<file path="src/rtl/axi4_slave_bresp_scheduler.sv">
// ---------------------------------------------------------------------------
// axi4_slave_bresp_scheduler
//
// Purpose:
//   Write-response scheduler for the AXI4 slave agent/BFM. Write completions
//   (BID, BRESP, QoS) are collected into a compacting queue. Index 0 is always
//   the oldest entry. A B-channel holding register (bvalid/bid/bresp) is
//   reloaded from the queue whenever it is free or being handshaken.
//   Selection follows resp_mode:
//     2'b00 / 2'b01 : in order (index 0)
//     2'b10 / 2'b11 : write out-of-order. The lowest index whose ID differs
//                     from the last issued ID wins. If there is none,
//                     index 0 wins.
//   Any entry picked this way is the oldest of its ID, so per-ID order holds.
//
// Optional feature (macro AXI4_BRESP_QOS_EN):
//   In the out-of-order modes, the pick is the highest-QoS entry among those
//   that are the oldest of their ID. Ties go to the lowest index. The
//   last-ID rule is not used. Without the macro, cmp_qos is ignored.
//
// Ports:
//   aclk, areset            clock, synchronous active-high reset
//   resp_mode[1:0]          response ordering mode, sampled at each load
//   cmp_valid/cmp_ready     completion handshake
//   cmp_id/cmp_resp/cmp_qos completion payload
//   bvalid/bready/bid/bresp AXI4 B channel
//   count                   queued entries (holding register excluded)
//   empty/full              count == 0 / count == DEPTH
// ---------------------------------------------------------------------------
module axi4_slave_bresp_scheduler #(
    parameter int ID_WIDTH  = 4,
    parameter int DEPTH     = 8,
    parameter int CNT_WIDTH = 5
) (
    input  logic                 aclk,
    input  logic                 areset,
    input  logic [1:0]           resp_mode,
    input  logic                 cmp_valid,
    output logic                 cmp_ready,
    input  logic [ID_WIDTH-1:0]  cmp_id,
    input  logic [1:0]           cmp_resp,
    input  logic [3:0]           cmp_qos,
    output logic                 bvalid,
    input  logic                 bready,
    output logic [ID_WIDTH-1:0]  bid,
    output logic [1:0]           bresp,
    output logic [CNT_WIDTH-1:0] count,
    output logic                 empty,
    output logic                 full
);

    localparam int IDX_W = (DEPTH > 1) ? $clog2(DEPTH) : 1;

    // Queue storage
    logic [ID_WIDTH-1:0]  r_id   [DEPTH];
    logic [1:0]           r_resp [DEPTH];
    logic [CNT_WIDTH-1:0] r_count;

    // Holding register and last issued ID
    logic                 r_bvalid;
    logic [ID_WIDTH-1:0]  r_bid;
    logic [1:0]           r_bresp;
    logic [ID_WIDTH-1:0]  r_last_id;

    logic [ID_WIDTH-1:0]  w_id_next   [DEPTH];
    logic [1:0]           w_resp_next [DEPTH];
    logic [DEPTH-1:0]     w_valid;
    logic                 w_push;
    logic                 w_load;
    logic                 w_found;
    logic [IDX_W-1:0]     w_sel;
    logic [CNT_WIDTH-1:0] w_wr_idx;

    assign cmp_ready = (r_count != CNT_WIDTH'(DEPTH)) && !areset;
    assign w_push    = cmp_valid && cmp_ready;
    // The holding register takes a new entry when it is empty or draining.
    assign w_load    = (r_count != '0) && (!r_bvalid || bready);
    // A same-cycle push lands after compaction.
    assign w_wr_idx  = r_count - CNT_WIDTH'(w_load);

    assign bvalid = r_bvalid;
    assign bid    = r_bid;
    assign bresp  = r_bresp;
    assign count  = r_count;
    assign empty  = (r_count == '0);
    assign full   = (r_count == CNT_WIDTH'(DEPTH));

    // Occupancy mask, based on the count before this cycle's push.
    generate
        for (genvar gi = 0; gi < DEPTH; gi++) begin : g_valid
            assign w_valid[gi] = (CNT_WIDTH'(gi) < r_count);
        end
    endgenerate

`ifdef AXI4_BRESP_QOS_EN
    logic [3:0]       r_qos      [DEPTH];
    logic [3:0]       w_qos_next [DEPTH];
    logic [DEPTH-1:0] w_elig;
    logic [3:0]       w_best;
    logic             w_unused_last;

    // The last-ID rule does not apply in this build.
    assign w_unused_last = ^r_last_id;

    // Only the oldest entry of each ID may be picked.
    always_comb begin
        for (int i = 0; i < DEPTH; i++) begin
            w_elig[i] = w_valid[i];
            for (int j = 0; j < i; j++) begin
                if (w_valid[j] && (r_id[j] == r_id[i])) begin
                    w_elig[i] = 1'b0;
                end
            end
        end
    end

    // Highest QoS wins. The strict compare keeps ties on the lowest index.
    always_comb begin
        w_sel   = '0;
        w_best  = '0;
        w_found = 1'b0;
        if (resp_mode[1]) begin
            for (int i = 0; i < DEPTH; i++) begin
                if (w_elig[i] && (!w_found || (r_qos[i] > w_best))) begin
                    w_sel   = IDX_W'(i);
                    w_best  = r_qos[i];
                    w_found = 1'b1;
                end
            end
        end
    end
`else
    logic w_unused_qos;

    assign w_unused_qos = ^cmp_qos;

    // Pick the first entry whose ID differs from the last issued ID.
    // That entry is the oldest of its ID, because every earlier entry
    // carries last_id.
    always_comb begin
        w_sel   = '0;
        w_found = 1'b0;
        if (resp_mode[1]) begin
            for (int i = 0; i < DEPTH; i++) begin
                if (!w_found && w_valid[i] && (r_id[i] != r_last_id)) begin
                    w_sel   = IDX_W'(i);
                    w_found = 1'b1;
                end
            end
        end
    end
`endif

    // Compaction: on a load, entries at or above the selected index shift
    // down by one. The push then writes at the post-compaction tail.
    always_comb begin
        int src;
        for (int i = 0; i < DEPTH; i++) begin
            src = (i == DEPTH - 1) ? i : i + 1;
            w_id_next[i]   = r_id[i];
            w_resp_next[i] = r_resp[i];
`ifdef AXI4_BRESP_QOS_EN
            w_qos_next[i]  = r_qos[i];
`endif
            if (w_load && (IDX_W'(i) >= w_sel)) begin
                w_id_next[i]   = r_id[src];
                w_resp_next[i] = r_resp[src];
`ifdef AXI4_BRESP_QOS_EN
                w_qos_next[i]  = r_qos[src];
`endif
            end
            if (w_push && (w_wr_idx == CNT_WIDTH'(i))) begin
                w_id_next[i]   = cmp_id;
                w_resp_next[i] = cmp_resp;
`ifdef AXI4_BRESP_QOS_EN
                w_qos_next[i]  = cmp_qos;
`endif
            end
        end
    end

    always_ff @(posedge aclk) begin
        if (areset) begin
            for (int i = 0; i < DEPTH; i++) begin
                r_id[i]   <= '0;
                r_resp[i] <= '0;
`ifdef AXI4_BRESP_QOS_EN
                r_qos[i]  <= '0;
`endif
            end
            r_count   <= '0;
            r_bvalid  <= 1'b0;
            r_bid     <= '0;
            r_bresp   <= '0;
            r_last_id <= '0;
        end else begin
            for (int i = 0; i < DEPTH; i++) begin
                r_id[i]   <= w_id_next[i];
                r_resp[i] <= w_resp_next[i];
`ifdef AXI4_BRESP_QOS_EN
                r_qos[i]  <= w_qos_next[i];
`endif
            end
            r_count <= r_count + CNT_WIDTH'(w_push) - CNT_WIDTH'(w_load);
            if (w_load) begin
                r_bvalid  <= 1'b1;
                r_bid     <= r_id[w_sel];
                r_bresp   <= r_resp[w_sel];
                r_last_id <= r_id[w_sel];
            end else if (bready) begin
                r_bvalid  <= 1'b0;
            end
        end
    end

endmodule

</file>
<file path="config.mk">
export PLATFORM = sky130hd
export DESIGN_NAME = axi4_slave_bresp_scheduler
export DESIGN_NICKNAME = d
export VERILOG_FILES = /design/src/rtl/axi4_slave_bresp_scheduler.sv
export SDC_FILE = /design/constraint.sdc
export NUM_CORES = 1
export LEC_CHECK = 0
export BUFFER_PORTS_ARGS = -buffer_cell sky130_fd_sc_hd__buf_2
export CORE_MARGIN = 2
export CORE_UTILIZATION = 55
export CTS_CLUSTER_SIZE = 14
export DETAILED_ROUTE_END_ITERATION = 7
export PLACE_DENSITY = 0.83
export SETUP_SLACK_MARGIN = 0.15
export SYNTH_ARGS = -nofsm -noshare
export SYNTH_HDL_FRONTEND = slang
export SYNTH_SLANG_ARGS = --single-unit
</file>
<file path="constraint.sdc">
create_clock -name aclk -period 3.5 [get_ports aclk]
set_input_delay 0.525 -clock aclk [delete_from_list [all_inputs] [get_ports aclk]]
set_output_delay 0.525 -clock aclk [all_outputs]
set_load 0.1 [all_outputs]
</file>
# Word-level counts from Yosys, hierarchy flattened
# Memories as Yosys holds them, arrays and structs flattened. A register that Yosys moved wholly into a read port is not among the register bits.
# Cells that the tools add are included.
[word_totals] wordCells=177 regBits=6 mem_count=2 mem_bits_rw=48 output_inout_bits=15
[classes] muxes=73 bitwise_logic=16 n_eq_ne=18 n_reduce_logical=48 magnitude_cmp=15 n_addsub=3
[memory_table] name="r_id" depth=8 width=4 rd=9 rd_ports_with_merged_regs=1 wr=8 line_no="55" rtl="logic [ID_WIDTH-1:0] r_id [DEPTH];"
[memory_table] name="r_resp" depth=8 width=2 rd=8 rd_ports_with_merged_regs=1 wr=8 line_no="56" rtl="logic [1:0] r_resp [DEPTH];"
[ops] operator="2-to-1 mux 4 bit" count=23
[ops] operator="2-to-1 mux 2 bit" count=23
[ops] operator="logical AND 1 bit" count=33
[ops] operator="!= test 4 bit" count=8
[ops] operator="2-to-1 mux 3 bit" count=7
[ops] operator="== test 5 x 3 -> 1 bit, second input constant" count=4
[ops] operator="less-than comparator 3 x 5 -> 1 bit, first input constant" count=4
[ops] operator="2-to-1 mux 1 bit" count=20
[ops] operator="OR 1 bit" count=16
[ops] operator="== test 5 x 2 -> 1 bit, second input constant" count=2
[ops] operator="logical NOT 5 bit" count=2
[ops] operator="less-than comparator 1 x 5 -> 1 bit, first input constant" count=2
[ops] operator="less-than comparator 2 x 5 -> 1 bit, first input constant" count=2
[ops] operator="subtractor 5 x 1 -> 5 bit" count=2
[ops] operator="greater-or-equal comparator 3 bit, first input constant" count=3
[ops] operator="logical NOT 1 bit" count=9
[ops] operator="greater-or-equal comparator 1 x 3 -> 1 bit, first input constant" count=2
[ops] operator="greater-or-equal comparator 2 x 3 -> 1 bit, first input constant" count=2
[ops] operator="adder 5 x 1 -> 5 bit" count=1
[ops] operator="== test 5 x 1 -> 1 bit, second input constant" count=1
[ops] operator="== test 5 x 4 -> 1 bit, second input constant" count=1
[ops] operator="!= test 5 x 4 -> 1 bit, second input constant" count=1
[ops] operator="nonzero test 5 bit" count=1
[ops] operator="!= test 2 bit, second input constant" count=1
[ops] operator="3 further kinds" count=3

# Longest topological paths before layout
# Gate-level depths: netlist (run 1).
# An unclocked memory read counts as a cell.
[logic_depth] ltp_word=45 mapped_depth=17

# Worst setup path before layout (run 1)
# Ideal clock, no wire load.
[synth_path] kind="register -> register" start="register r_count[2], in the netlist count[2]" end="memory r_id[4][0]" setup_ps=86 path_stages_with_launch=13 t_arrival_ps=4941 setup_slack_ps=-1526 t_required_ps=3414 period_less_slack_ps=5026 path_buffers=3 cell_sequence="dfxtp_1 -> inv_1 -> ha_1 -> a21oi_1 -> and3_1 -> clkbuf_1 -> and4_1 -> buf_1 -> a21oi_1 -> o21ai_0 -> clkbuf_1 -> nor2_1 -> a211oi_1"
[synth_rtl] element="start, declared" line_no="57" rtl="logic [CNT_WIDTH-1:0] r_count;"
[synth_rtl] element="start signal, assigned" line_no="204" rtl="r_count <= r_count + CNT_WIDTH'(w_push) - CNT_WIDTH'(w_load);"
[synth_rtl] element="end, declared" line_no="55"

# Worst setup path in the final report (run 1)
[layout_path] start="register, netlist name bid[1]" end="register r_bresp[1], in the netlist bresp[1] (read register of r_resp)"
[layout_between] elab_chain_cells=39 elab_cells_between_ends=52 cone_classes="8 x eq/ne; 22 x mux; 22 x reduce/logical"
[layout_rtl] element="!= test 4 bit" line_no="145" rtl="if (!w_found && w_valid[i] && (r_id[i] != r_last_id)) begin"
[layout_rtl] element="logical AND 1 bit" line_no="145"
[layout_rtl] element="2-to-1 mux 1 bit" line_no="145"
[layout_rtl] element="2-to-1 mux 1 bit" line_no="143" rtl="if (resp_mode[1]) begin"
[layout_rtl] element="logical NOT 1 bit" line_no="145"
[layout_rtl] element="logical AND 1 bit (2 in series)" line_no="145"
[layout_rtl] element="2-to-1 mux 1 bit" line_no="145"
[layout_rtl] element="2-to-1 mux 1 bit" line_no="143"
[layout_rtl] element="[20 not listed]"
[layout_rtl] element="logical NOT 1 bit" line_no="145"
[layout_rtl] element="logical AND 1 bit (2 in series)" line_no="145"
[layout_rtl] element="2-to-1 mux 1 bit" line_no="145"
[layout_rtl] element="2-to-1 mux 1 bit" line_no="143"
[layout_rtl] element="logical NOT 1 bit" line_no="145"
[layout_rtl] element="logical AND 1 bit (2 in series)" line_no="145"
[layout_rtl] element="2-to-1 mux 3 bit *" line_no="145"
[layout_rtl] element="2-to-1 mux 3 bit *" line_no="143"
[layout_rtl] element="end, declared" line_no="62" rtl="logic [1:0] r_bresp;"
# Every way passes the cells marked *; elsewhere a longest branch is shown, timed or not. The select of a mux whose other input is x is not followed.
# A chain may end at the register's enable or synchronous reset.

==> results by stage, run 1 <==
Layout:
- The most common cell after layout, fill and taps aside is nor2_1.
- Summing all non-filler instances in the final layout gives an area of 4650 µm².
- The sequential cells in the finished layout cover a total of 1250 µm².
- The number of nets in the layout is 534.
- The area growth from synthesis to layout is 14.1%.
- In the layout the commonest cells are nor2_1 (65), mux2i_1 (49), dfxtp_1 (48), nand2_1 (38), buf_2 (25).
- The count of fill cells added during filler insertion is 592.
- In the final layout, the multi-input gates occupy 2700 µm².
- The share of final-layout standard cells stronger than drive strength 1 is 0.217.
- The repair_antennas step left the layout with diodes totalling 0.
- The number of standard cells in the final layout excluding fillers is 607.

Global route:
- The pin count of the biggest net entering global routing is 61.
- The initial antenna violation count is 0.
- The number of global-route vias before repair came to 3,556.
- The aggregate global routing overflow is 0.
- The global-route wire length before repair is 18,400 µm.
- Across every metal layer, demand over resource in global routing totals 0.288.

Timing:
- At the pin with the least slew margin, the transition time is 0.645 ns.
- The maximum clock frequency is 0.301 GHz.
- The sum of negative setup slack is 0 ns.
- The max-slew violation total from the final report is 0.
- Headroom to the max-slew limit came out at 0.569.
- Setup violations remaining at the end of the flow were counted as 0.
- The final hold slack is 0.440 ns.
- The setup clock skew after layout is 0.0180 ns.
- Dividing the final minimum period by the clock period gives 0.950.
- The final count of hold timing violations is 0.
- Setup repair after global routing could not meet its margin everywhere.
- The clock period could shrink to 3.33 ns.

Yosys:
- The share of synthesized area in the top cell type comes to 0.285.
- In the synthesized netlist the async set-or-reset flop fraction comes to 0.
- The summed instance area of the synthesized netlist is 4080 µm².
- By area the synthesized netlist is led by dfxtp_1 (28%), mux2i_1 (12%), nor2_1 (6.0%).
- Yosys mapped the design onto 61 distinct sky130hd cell types.
- The number of register bits inferred by synthesis is 60.
- In this run, synthesis inferred 2 flip-flops with an integrated enable.
- The count of mapped cells out of synthesis is 472.
- The net count after synthesis is 503.
- The primary flip-flop cell chosen by synthesis mapping is dfxtp_1.
- The average cell area after synthesis is 8.63 µm².
- The fraction of the yosys area taken by sequential cells is 0.300.
- The total of warnings raised by yosys is 0.
- The leading area contributor after synthesis is dfxtp_1.

Place:
- The instance area after placement is 4390 µm².
- The placed wire-length estimate is 8450 µm.
- Input and output buffers added on the ports amount to 25.
- The placed cell count is 587.
- The weighted congestion at the end of routability-driven global placement is 1.07.

Clocking:
- The maximum clock insertion buffer count is 2.
- In this run the clock root is driven by a clkbuf_8.
- CTS built an H-tree with a depth of 3.
- TritonCTS built the clock tree.
- The CTS sink count is 60.
- The hold-fix buffer count after cts is 0.
- Clock-pin slew was measured on the worst setup and hold paths at 0.08 ns.
- The total clock buffers created by CTS is 9.
- The clock network latency to the later pin of the worst-skew pair is 0.36 ns.

Outcome:
- The run finished with clean final reports.

Setup path:
- STA puts the critical path data arrival time at 3.55 ns.
- STA classifies the critical path endpoint as a flip-flop.
- The worst-path maximum fanout is 10.
- For the worst flop-to-flop path, the logic depth is 9.
- The capture instance of the worst register-to-register path is bresp[1].
- The beginning of the worst register-to-register path is bid[1].
- The type of the worst setup path is reg2reg.
- STA classifies the critical path startpoint as a flip-flop.
- The source of the critical timing path is bid[1].
- The data required time of the worst path is 3.73 ns.
- The register-to-register setup slack is 0.17 ns.

Die:
- The initial utilization of the core area, before any placement, comes to 0.565.
- The horizontal extent of the die is 90.1 µm.
- The floorplan step defined a die boundary enclosing 8110 µm².
- The floorplan has 31 rows.
- The chip height is 90.1 µm.
- The area of the core region is 7210 µm².
- In this run the count of I/O pins placed on the die edge is 31.

Power:
- In this run the static leakage power is 2.00 nW.
- The power per standard cell area is 1140 nW/µm².
- The worst voltage drop across the vdd grid is 484 µV.

Detailed routing:
- The post-detailed-route count of antenna-violating nets is 0.
- The via count is 3,770.
- The post-detailed-route wirelength per cell is 19.1 µm.
- Summed over all layers, the routed wires come to 11,600 µm.
- For this run, design rule violations remaining after detail routing come to 0.
- The pre-antenna-repair detailed-routing pass consisted of 6 iterations.
- In this run, the number of DRC markers left after iteration 0 of detailed routing was 357.
- After detailed routing, the number of vias per cell comes to 6.21.

Worst hold path:
- The worst hold path depth is 3.
- The tightest min-delay check is of the in2reg type.
- The worst hold path begins at bready.
- The worst min-delay path endpoint is bvalid.

Job:
- The number of max-cap violations is 0.
metal layers:
layer,track usage,wire length [µm],part of all wire,vias to the layer above
li1,-,-,-,1752
met1,0.385,4870,0.42,1820
met3,0.0520,919,0.079,28
met5,0,0,0,-
met4,0.133,402,0.035,0
met2,0.453,5400,0.47,170
area by class of cell:
| cell class | instances | area share |
|---|---|---|
| multi-input combinational | 365 | 0.580 |
| sequential | 60 | 0.268 |
| timing repair buffer | 50 | 0.0681 |
| clock buffer | 13 | 0.0388 |
| tap | 99 | 0.0266 |
| inverter | 17 | 0.0145 |
| clock inverter | 3 | 0.00377 |
cell families after synthesis:
family | synth area share
AND/OR/NAND/NOR | 0.187
AO/OA/AOI/OAI | 0.172
XOR/XNOR | 0.0792
flip-flops | 0.300
buffers and inverters | 0.0516
adder cells (fa/ha/maj) | 0.0479
multiplexers | 0.163
worst max-delay path, cell delays in order, from the launching register on:
cell,delay (ns)
dfxtp_4,0.47
xnor2_1,0.16
nand4_1,0.29
a22o_2,0.37
or4b_4,0.58
a211oi_4,0.36
buf_4,0.18
mux4_1,0.59
nand2_1,0.12
a31oi_1,0.08
per-stage QoR:
step | setup WS, ns | utilization | power (W)
CTS | 0.159 | 0.639 | 0.00515
finish | 0.174 | 0.644 | 0.00529
global placement | 0.201 | 0.608 | 0.00437
global route | 0.127 | 0.644 | 0.00559
detailed placement | 0.0853 | 0.608 | 0.00446
floorplan | 0.178 | - | 0.00370
what timing repair did:
item                                    4_1_cts  5_1_grt
setup buffers                                 2        2
pin swaps                                     1        2
endpoints found under the hold margin         0        0
endpoints found under the setup margin       12       19
resized for setup                             3       10
gates cloned                                  0        0
power breakdown:
part	switching (W)	leakage [nW]	total, W	internal, W
Clock	0.000296	0.101	0.000633	0.000337
Sequential	0.000227	0.499	0.00109	0.000867
Combinational	0.00218	1.40	0.00357	0.00139
Total	0.00270	2.00	0.00529	0.00259
Yosys cell counts, types with 7 or more instances:
library cell  instances
nand2b_1              9
xor2_1               19
nor2_1               65
a211oi_1             18
mux2i_1              49
clkbuf_1             15
nor3_1               10
a311oi_1             13
nand2_1              38
a21oi_1              14
ha_1                 14
nand3_1              13
xnor2_1              16
inv_1                16
and2_1                7
dfxtp_1              58
mux2_2               13
sequential cells by signal, summed over array words and instances (netlist names):
register,count
r_id,32
r_resp,16
count,5
bid,4
bresp,2
bvalid,1
worst max-delay path by stage:
stage	slack, ns	to
after floorplan	0.18	bresp[1]
after global routing	0.13	bresp[1]
final	0.17	bresp[1]
after CTS	0.16	r_id[2][0]
after global placement	0.20	r_id[2][3]
after detailed placement	0.09	r_resp[2][0]
Note: power is estimated with default switching activity, not from simulation.
==> run 2: changes to the inputs <==
--- a/config.mk
+++ b/config.mk
@@ -5,7 +5,9 @@
 export SDC_FILE = /design/constraint.sdc
 export NUM_CORES = 1
 export LEC_CHECK = 0
+export ABC_AREA = 1
 export BUFFER_PORTS_ARGS = -buffer_cell sky130_fd_sc_hd__buf_2
+export CORE_ASPECT_RATIO = 1.2
 export CORE_MARGIN = 2
 export CORE_UTILIZATION = 55
 export CTS_CLUSTER_SIZE = 14
==> run 2 against run 1 <==
Net effect: clock-buffer cell count down 4; fmax up 6.1%; die area up 4.3%; sequential share of layout area down 0.31 points; synthesized area up 4.4%; flip-flop and latch count unchanged; synthesized cell count up 44%; first-iteration DRC count up 13%; via count up 20%; non-clock buffer count down 17.
==> results by stage, run 2 <==
Setup path:
- The type of the worst setup path is reg2reg (unchanged).
- The type of origin of the critical path was a flip-flop (unchanged).
- The worst-path maximum fanout came to 13 (was 10).
- The critical path's slowest cell is dfxtp_4 (was mux4_1).
- The count of cell instances traversed by the critical path is 15 (was 9).
- The critical path buffer and inverter count is 3 (was 1).
- The stage delay of the slowest cell on the critical path is 0.35 ns (was 0.59 ns).
- The kind of end point of the critical path is a flip-flop (unchanged).
- The data required time of the worst path is 3.75 ns (was 3.73 ns).
- Critical Path, Cell by Cell: inv_1, ha_1, nand2_1, nor2_4, nor2_2, ha_1, ha_1, xnor2_1, inv_1, nor2_4, nand2_1, nand2_1, inv_2, nor2_1, nor2_1 (was xnor2_1, nand4_1, a22o_2, or4b_4, a211oi_4, buf_4, mux4_1, nand2_1, a31oi_1).
- The cell class contributing the biggest share of worst-path delay is simple AND/OR/NAND/NOR gates (unchanged).
- The worst path arrival time was 3.38 ns (was 3.55 ns).
- The count of cells along the worst register-to-register path is 15 (was 9).

Layout:
- Commonest cells after routing, fill and taps aside: nand2_1 (164), nor2_1 (95), nand3_1 (79), inv_1 (63), dfxtp_1 (53) (was nor2_1 (65), mux2i_1 (49), dfxtp_1 (48), nand2_1 (38), buf_2 (25)).
- The antenna diode instance count was 0 (unchanged).
- The most common cell after layout, fill and taps aside is nand2_1 (was nor2_1).
- The flip-flop count of the largest register, all copies and words added was 32 (unchanged).
- The most flop-heavy register is r_id (unchanged).
- The share of final-layout standard cells stronger than drive strength 1 is 0.139 (was 0.217).
- The area growth from synthesis to layout came to 9.76% (was 14.1%).
- The number of nets in the layout is 724 (was 534).
- The count of fill cells added during filler insertion is 726 (was 592).

Yosys:
- The proportion of netlist area held by the largest area contributor is 0.273 (was 0.285).
- The net count after synthesis is 711 (was 503).
- The average cell area after synthesis is 6.26 µm² (was 8.63 µm²).
- The primary flip-flop cell chosen by synthesis mapping is dfxtp_1 (unchanged).
- The total of warnings raised by yosys is 0 (unchanged).
- Most frequent cells after synthesis: nand2_1 (166), nor2_1 (99), nand3_1 (80), inv_1 (65), dfxtp_1 (58) (was nor2_1 (65), dfxtp_1 (58), mux2i_1 (49), nand2_1 (38), xor2_1 (19)).
- The most common cell in the netlist is nand2_1 (was nor2_1).
- The count of mapped cells out of synthesis was 680 (was 472).
- The number of register bits inferred by synthesis was 60 (unchanged).
- The number of enable-type register cells in the synthesized netlist is 2 (unchanged).
- The share of async-settable or async-resettable flops after synthesis is 0 (unchanged).
- The summed instance area of the synthesized netlist was 4260 µm² (was 4080 µm²).
- The leading area contributor after synthesis is dfxtp_1 (unchanged).
- The count of cell types in the netlist was 35 (was 61).
- The fraction of the yosys area taken by sequential cells was 0.287 (was 0.300).
- Largest cells by area after synthesis: dfxtp_1 (27%), nand2_1 (15%), nand3_1 (9.4%) (was dfxtp_1 (28%), mux2i_1 (12%), nor2_1 (6.0%)).

Worst hold path:
- The worst min-delay path category is in2reg (unchanged).
- The worst hold path depth is 2 (was 3).

Global route:
- The global-route wire length before repair is 20,500 µm (was 18,400 µm).
- The most used routing layer in global routing is met2 (unchanged).
- The global-route met2 utilization is 0.517 (was 0.453).
- The aggregate global routing overflow is 0 (unchanged).
- The global-route met3 utilization is 0.0526 (was 0.0520).
- The number of global-route vias before repair is 4,270 (was 3,556).
- The initial antenna violation count is 0 (unchanged).
- The total global-route track usage is 0.306 (was 0.288).
- The met1 usage in global routing is 0.367 (was 0.385).
- The pin count of the biggest net entering global routing is 32 (was 61).

Place:
- The weighted congestion at the end of routability-driven global placement is 1.02 (was 1.07).
- The worst-case setup slack after placement came to 0.455 ns (was 0.0853 ns).
- The placed wire-length estimate is 9330 µm (was 8450 µm).
- The count of input and output buffers is 25 (unchanged).

Clocking:
- The maximum clock insertion buffer count was 2 (unchanged).
- The total clock buffers created by CTS was 9 (unchanged).
- The clock network latency to the later pin of the worst-skew pair is 0.36 ns (about the same).
- The cell at the root of the clock tree is clkbuf_8 (unchanged).
- The post-CTS setup repair buffer count is 0 (was 2).
- The clock-pin slew on the worst setup and hold paths is 0.07 ns (was 0.08 ns).
- The CTS sink count was 60 (unchanged).
- The clock tree from TritonCTS is yes (unchanged).
- The deepest level of the CTS H-tree is 3 (unchanged).
- The count of instances resized after the clock tree is built is 0 (was 3).
- The hold-fix buffer count after cts was 0 (unchanged).

Timing:
- The final worst setup slack is 0.366 ns (was 0.174 ns).
- The worst relative slew slack came to 0.396 (was 0.569).
- The pin slew with the least headroom to its limit is 0.906 ns (was 0.645 ns).
- The sum of negative setup slack is 0 ns (unchanged).
- The final count of hold timing violations came to 0 (unchanged).
- The maximum clock frequency was 0.319 GHz (was 0.301 GHz).
- Setup repair after global routing missed its margin: no (was yes).
- The max-slew violation total from the final report is 0 (unchanged).
- The final count of negative-setup-slack endpoints is 0 (unchanged).
- The fraction of the cycle the final worst path needs is 0.895 (was 0.950).
- The time the worst path needs with I/O delays and setup is 3.13 ns (was 3.33 ns).
- The setup clock skew after layout is 0.0121 ns (was 0.0180 ns).

Detailed routing:
- The post-detailed-route count of antenna-violating nets was 0 (unchanged).
- The iteration count of the initial detailed-routing pass is 5 (was 6).
- The routed wire length is 12,700 µm (was 11,600 µm).
- The vias per cell was 5.74 (was 6.21).
- The post-detailed-route wirelength per cell is 16.0 µm (was 19.1 µm).
- The number of DRC markers in iteration 0 is 402 (was 357).
- The via count is 4,538 (was 3,770).
- The post-detailed-route DRC marker count is 0 (unchanged).

Die:
- The number of primary I/O pins is 31 (unchanged).
- The horizontal extent of the die is 84.3 µm (was 90.1 µm).
- The area of the core region was 7580 µm² (was 7210 µm²).
- The overall die area was 8460 µm² (was 8110 µm²).
- The chip height is 100 µm (was 90.1 µm).
- The row count is 35 (was 31).
- The effective utilization at floorplan came to 0.562 (was 0.565).

Job:
- The number of max-cap violations is 0 (unchanged).

Outcome:
- Result of the run: finished, final reports clean (unchanged).
-- run 2: changes by cell type in the layout (fill, tap and decap cells not counted), moves of 16 or more --
cell | previous run | this run
mux2i_1 | 49 | 0
o21ai_0 | 2 | 51
a211oi_1 | 18 | 0
inv_1 | 15 | 63
nor2_1 | 65 | 95
buf_4 | 24 | 8
nand2_1 | 38 | 164
nand3_1 | 13 | 79
o21ai_1 | 2 | 18
-- run 2: path summary, 6_finish.rpt --
path,slack [ns],start,endpoint
max,0.37,count[3],r_resp[2][1]
min,0.46,areset,count[1]
max reg2reg,0.37,count[3],r_resp[2][1]
min reg2reg,0.49,r_resp[5][1],r_resp[5][1]
-- run 2: metrics by stage --
| step | hold WS, ns | std cells | utilization | instance area, µm² |
|---|---|---|---|---|
| after floorplan | 0.447 | 680 | - | 4350 |
| after global placement | 0.472 | 774 | 0.587 | 4450 |
| after detailed placement | 0.487 | 774 | 0.587 | 4450 |
| after CTS | 0.466 | 790 | 0.617 | 4670 |
| after global routing | 0.476 | 790 | 0.617 | 4670 |
| final | 0.464 | 790 | 0.617 | 4670 |
-- run 2: layout make-up --
cell class                 instances  area, µm²  share of cell area
clock buffer                       9        124              0.0265
clock inverter                     7       98.8              0.0212
timing repair buffer              33        185              0.0396
inverter                          75        288              0.0616
tap                               92        115              0.0246
sequential                        60       1240               0.265
multi-input combinational        514       2620               0.561
-- run 2: kinds of logic (layout without fill, tap and decap cells) --
logic type,Yosys count,after routing,synth area share
AO/OA/AOI/OAI,104,104,0.128
buffers and inverters,106,124,0.112
flip-flops,60,60,0.287
AND/OR/NAND/NOR,371,371,0.378
adder cells (fa/ha/maj),15,15,0.0459
XOR/XNOR,24,24,0.0494
-- run 2: per-layer routing --
layer / share of wire / vias to the layer above
met2: 0.47 / 218
li1: - / 2210
met3: 0.074 / 51
met4: 0.048 / 0
met5: 0 / -
met1: 0.41 / 2059
Power of run 2 is left out: the tool's default activity adds up to more than one toggle a clock period on the data nets, which glitch-free logic cannot reach.
==> run 3: changes to the inputs <==
--- a/config.mk
+++ b/config.mk
@@ -5,11 +5,13 @@
 export SDC_FILE = /design/constraint.sdc
 export NUM_CORES = 1
 export LEC_CHECK = 0
-export ABC_AREA = 1
+export ABC_AREA = 0
 export BUFFER_PORTS_ARGS = -buffer_cell sky130_fd_sc_hd__buf_2
+export CELL_PAD_IN_SITES_DETAIL_PLACEMENT = 0
+export CELL_PAD_IN_SITES_GLOBAL_PLACEMENT = 1
 export CORE_ASPECT_RATIO = 1.2
 export CORE_MARGIN = 2
-export CORE_UTILIZATION = 55
+export CORE_UTILIZATION = 42
 export CTS_CLUSTER_SIZE = 14
 export DETAILED_ROUTE_END_ITERATION = 7
 export PLACE_DENSITY = 0.83
==> run 3 against run 2 <==
Net effect: setup slack worse by 0.094 ns; global-route usage down 7.6 points; via count down 20%; routed wire length down 8.7%; flip-flop and latch count unchanged; die area up 24%; register-to-register slack worse by 0.09 ns; final cell count down 21%; critical path depth down 5; non-clock buffer count up 14.
==> results by stage, run 3 (synthesis results as in run 1) <==
Outcome:
- Result of the run: finished, final reports clean (unchanged).

Timing:
- The setup clock skew after layout was 0.00543 ns (was 0.0121 ns).
- The maximum clock frequency is 0.310 GHz (was 0.319 GHz).
- The time the worst path needs with I/O delays and setup is 3.23 ns (was 3.13 ns).
- The fraction of the cycle the final worst path needs was 0.922 (was 0.895).
- The pin slew with the least headroom to its limit came to 0.675 ns (was 0.906 ns).
- Setup repair after global routing missed its margin: no (unchanged).
- The final worst setup slack is 0.272 ns (was 0.366 ns).
- The final count of negative-setup-slack endpoints is 0 (unchanged).
- The final count of hold timing violations is 0 (unchanged).
- The max-slew violation total from the final report came to 0 (unchanged).
- The worst relative slew slack is 0.550 (was 0.396).
- The sum of negative setup slack is 0 ns (unchanged).

Clocking:
- The clock-pin slew on the worst setup and hold paths is 0.05 ns (was 0.07 ns).
- The clock network latency to the later pin of the worst-skew pair is 0.33 ns (was 0.36 ns).
- The total clock buffers created by CTS is 9 (unchanged).
- The deepest level of the CTS H-tree is 3 (unchanged).
- The clock tree from TritonCTS is yes (unchanged).
- The maximum clock insertion buffer count is 2 (unchanged).
- The cell at the root of the clock tree is clkbuf_16 (was clkbuf_8).
- The CTS sink count is 60 (unchanged).

Global route:
- The initial antenna violation count is 0 (unchanged).
- The total global-route track usage is 0.230 (was 0.306).
- The aggregate global routing overflow is 0 (unchanged).
- The number of global-route vias before repair was 3,443 (was 4,270).
- The pin count of the biggest net entering global routing is 61 (was 32).
- The global-route wire length before repair was 18,700 µm (was 20,500 µm).

Place:
- The weighted congestion at the end of routability-driven global placement came to 0.866 (was 1.02).
- The count of input and output buffers is 25 (unchanged).
- The placed wire-length estimate is 8420 µm (was 9330 µm).
- The instance area after placement is 4380 µm² (was 4450 µm²).
- The placed cell count is 606 (was 774).
- The worst-case setup slack after placement came to 0.142 ns (was 0.455 ns).

Detailed routing:
- The post-detailed-route wirelength per cell is 18.4 µm (was 16.0 µm).
- The vias per cell is 5.76 (was 5.74).
- The post-detailed-route DRC marker count was 0 (unchanged).
- The post-detailed-route count of antenna-violating nets came to 0 (unchanged).
- The routed wire length is 11,600 µm (was 12,700 µm).
- The iteration count of the initial detailed-routing pass is 8 (was 5).
- The number of DRC markers in iteration 0 came to 200 (was 402).
- The via count was 3,616 (was 4,538).

Setup path:
- The capture instance of the worst register-to-register path is bresp[1] (was r_resp[2][1]).
- The worst path arrival time came to 3.41 ns (was 3.38 ns).
- The data required time of the worst path is 3.68 ns (was 3.75 ns).
- The type of the worst setup path is reg2reg (unchanged).
- The beginning of the worst register-to-register path is count[3] (unchanged).
- The worst-path maximum fanout was 9 (was 13).
- The count of cells along the worst register-to-register path is 10 (was 15).
- The kind of end point of the critical path is a flip-flop (unchanged).
- The type of origin of the critical path is a flip-flop (unchanged).
- The register-to-register setup slack is 0.27 ns (was 0.37 ns).

Layout:
- The number of standard cells in the final layout excluding fillers is 628 (was 790).
- The antenna diode instance count was 0 (unchanged).
- The number of nets in the layout came to 531 (was 724).
- The final non-filler cell area came to 4700 µm² (was 4670 µm²).
- Commonest cells after routing, fill and taps aside: nor2_1 (64), mux2i_1 (49), dfxtp_1 (48), nand2_1 (38), buf_2 (25) (was nand2_1 (164), nor2_1 (95), nand3_1 (79), inv_1 (63), dfxtp_1 (53)).
- The most flop-heavy register is r_id (unchanged).
- The flip-flop count of the largest register, all copies and words added is 32 (unchanged).
- The most common cell after layout, fill and taps aside is nor2_1 (was nand2_1).
- The share of final-layout standard cells stronger than drive strength 1 came to 0.208 (was 0.139).
- The area growth from synthesis to layout is 15.4% (was 9.76%).

Power:
- The power per standard cell area is 1150 nW/µm².
- The design draws 0.00543 W.
- Across the VDD grid, the largest voltage drop is 644 µV.
- The leakage power is 2.01 nW.

Die:
- The number of primary I/O pins came to 31 (unchanged).
- The chip height was 112 µm (was 100 µm).
- The horizontal extent of the die came to 93.9 µm (was 84.3 µm).
- The effective utilization at floorplan came to 0.430 (was 0.562).
- The area of the core region is 9470 µm² (was 7580 µm²).
- The overall die area is 10,500 µm² (was 8460 µm²).
- The row count came to 39 (was 35).

Worst hold path:
- The worst hold path depth was 3 (was 2).
- The worst min-delay path category is in2reg (unchanged).
- The worst min-delay path endpoint is bvalid (was count[1]).
- The start point of the worst hold path is bready (was areset).

Job:
- The number of max-cap violations is 0 (unchanged).
## run 3: changes by cell type in the layout (fill, tap and decap cells not counted), moves of 14 or more
cell / delta
a211oi_1: +18
buf_4: +14
inv_1: -48
mux2i_1: +49
nand2_1: -126
nand3_1: -66
nor2_1: -31
o21ai_0: -48
o21ai_1: -16
## run 3: stage by stage
step                      utilization  hold WS, ns
after CTS                       0.491        0.467
after global routing            0.497        0.488
final                           0.497        0.470
after detailed placement        0.463        0.470
after floorplan                     -        0.472
after global placement          0.463        0.477
## run 3: layer usage
| metal | global-route usage | vias to the layer above | wire length, µm |
|---|---|---|---|
| met2 | 0.380 | 111 | 5640 |
| li1 | - | 1741 | - |
| met3 | 0.0392 | 27 | 478 |
| met5 | 0 | - | 0 |
| met4 | 0.0957 | 0 | 358 |
| met1 | 0.295 | 1737 | 5080 |
## run 3: worst max-delay path by stage
stage,startpoint,end,cells after the start,slack [ns]
after CTS,count[2],r_id[2][0],11,0.19
after global placement,count[2],r_resp[0][1],11,0.18
final,count[3],bresp[1],10,0.27
after global routing,bid[2],r_id[4][0],10,0.16
after floorplan,bid[0],bresp[1],9,0.18
after detailed placement,count[2],r_resp[0][1],11,0.14
## run 3: worst max-delay path: stages (launching register included)
cell and delay (ns):
dfxtp_4 0.35, inv_1 0.13, ha_2 0.30, nand3_1 0.17, a22o_2 0.32, or4b_4 0.59
a211oi_4 0.35, buf_4 0.17, mux4_1 0.53, nand2_1 0.09, a31oi_1 0.07
## run 3: layout make-up
class,count,area (µm²)
clock buffers,13,240
flip-flops and latches,60,1250
well taps,123,154
inverters,17,67.6
clock inverters,3,13.8
repair buffers,47,290
fillers,939,4760
multi-input cells,365,2690
## run 3: timing repair
item                       CTS  global route
gates resized for setup      0            11
setup endpoints to repair    2            32
buffers inserted             2             4
pin swaps                    0             2
hold buffers                 0             0
## run 3: report_power, final
| part | switching (W) | leakage, nW | total (W) | internal, W |
|---|---|---|---|---|
| logic | 0.00216 | 1.38 | 0.00356 | 0.00140 |
| clock network | 0.000299 | 0.125 | 0.000773 | 0.000474 |
| registers | 0.000227 | 0.499 | 0.00110 | 0.000868 |
| total | 0.00269 | 2.01 | 0.00543 | 0.00274 |
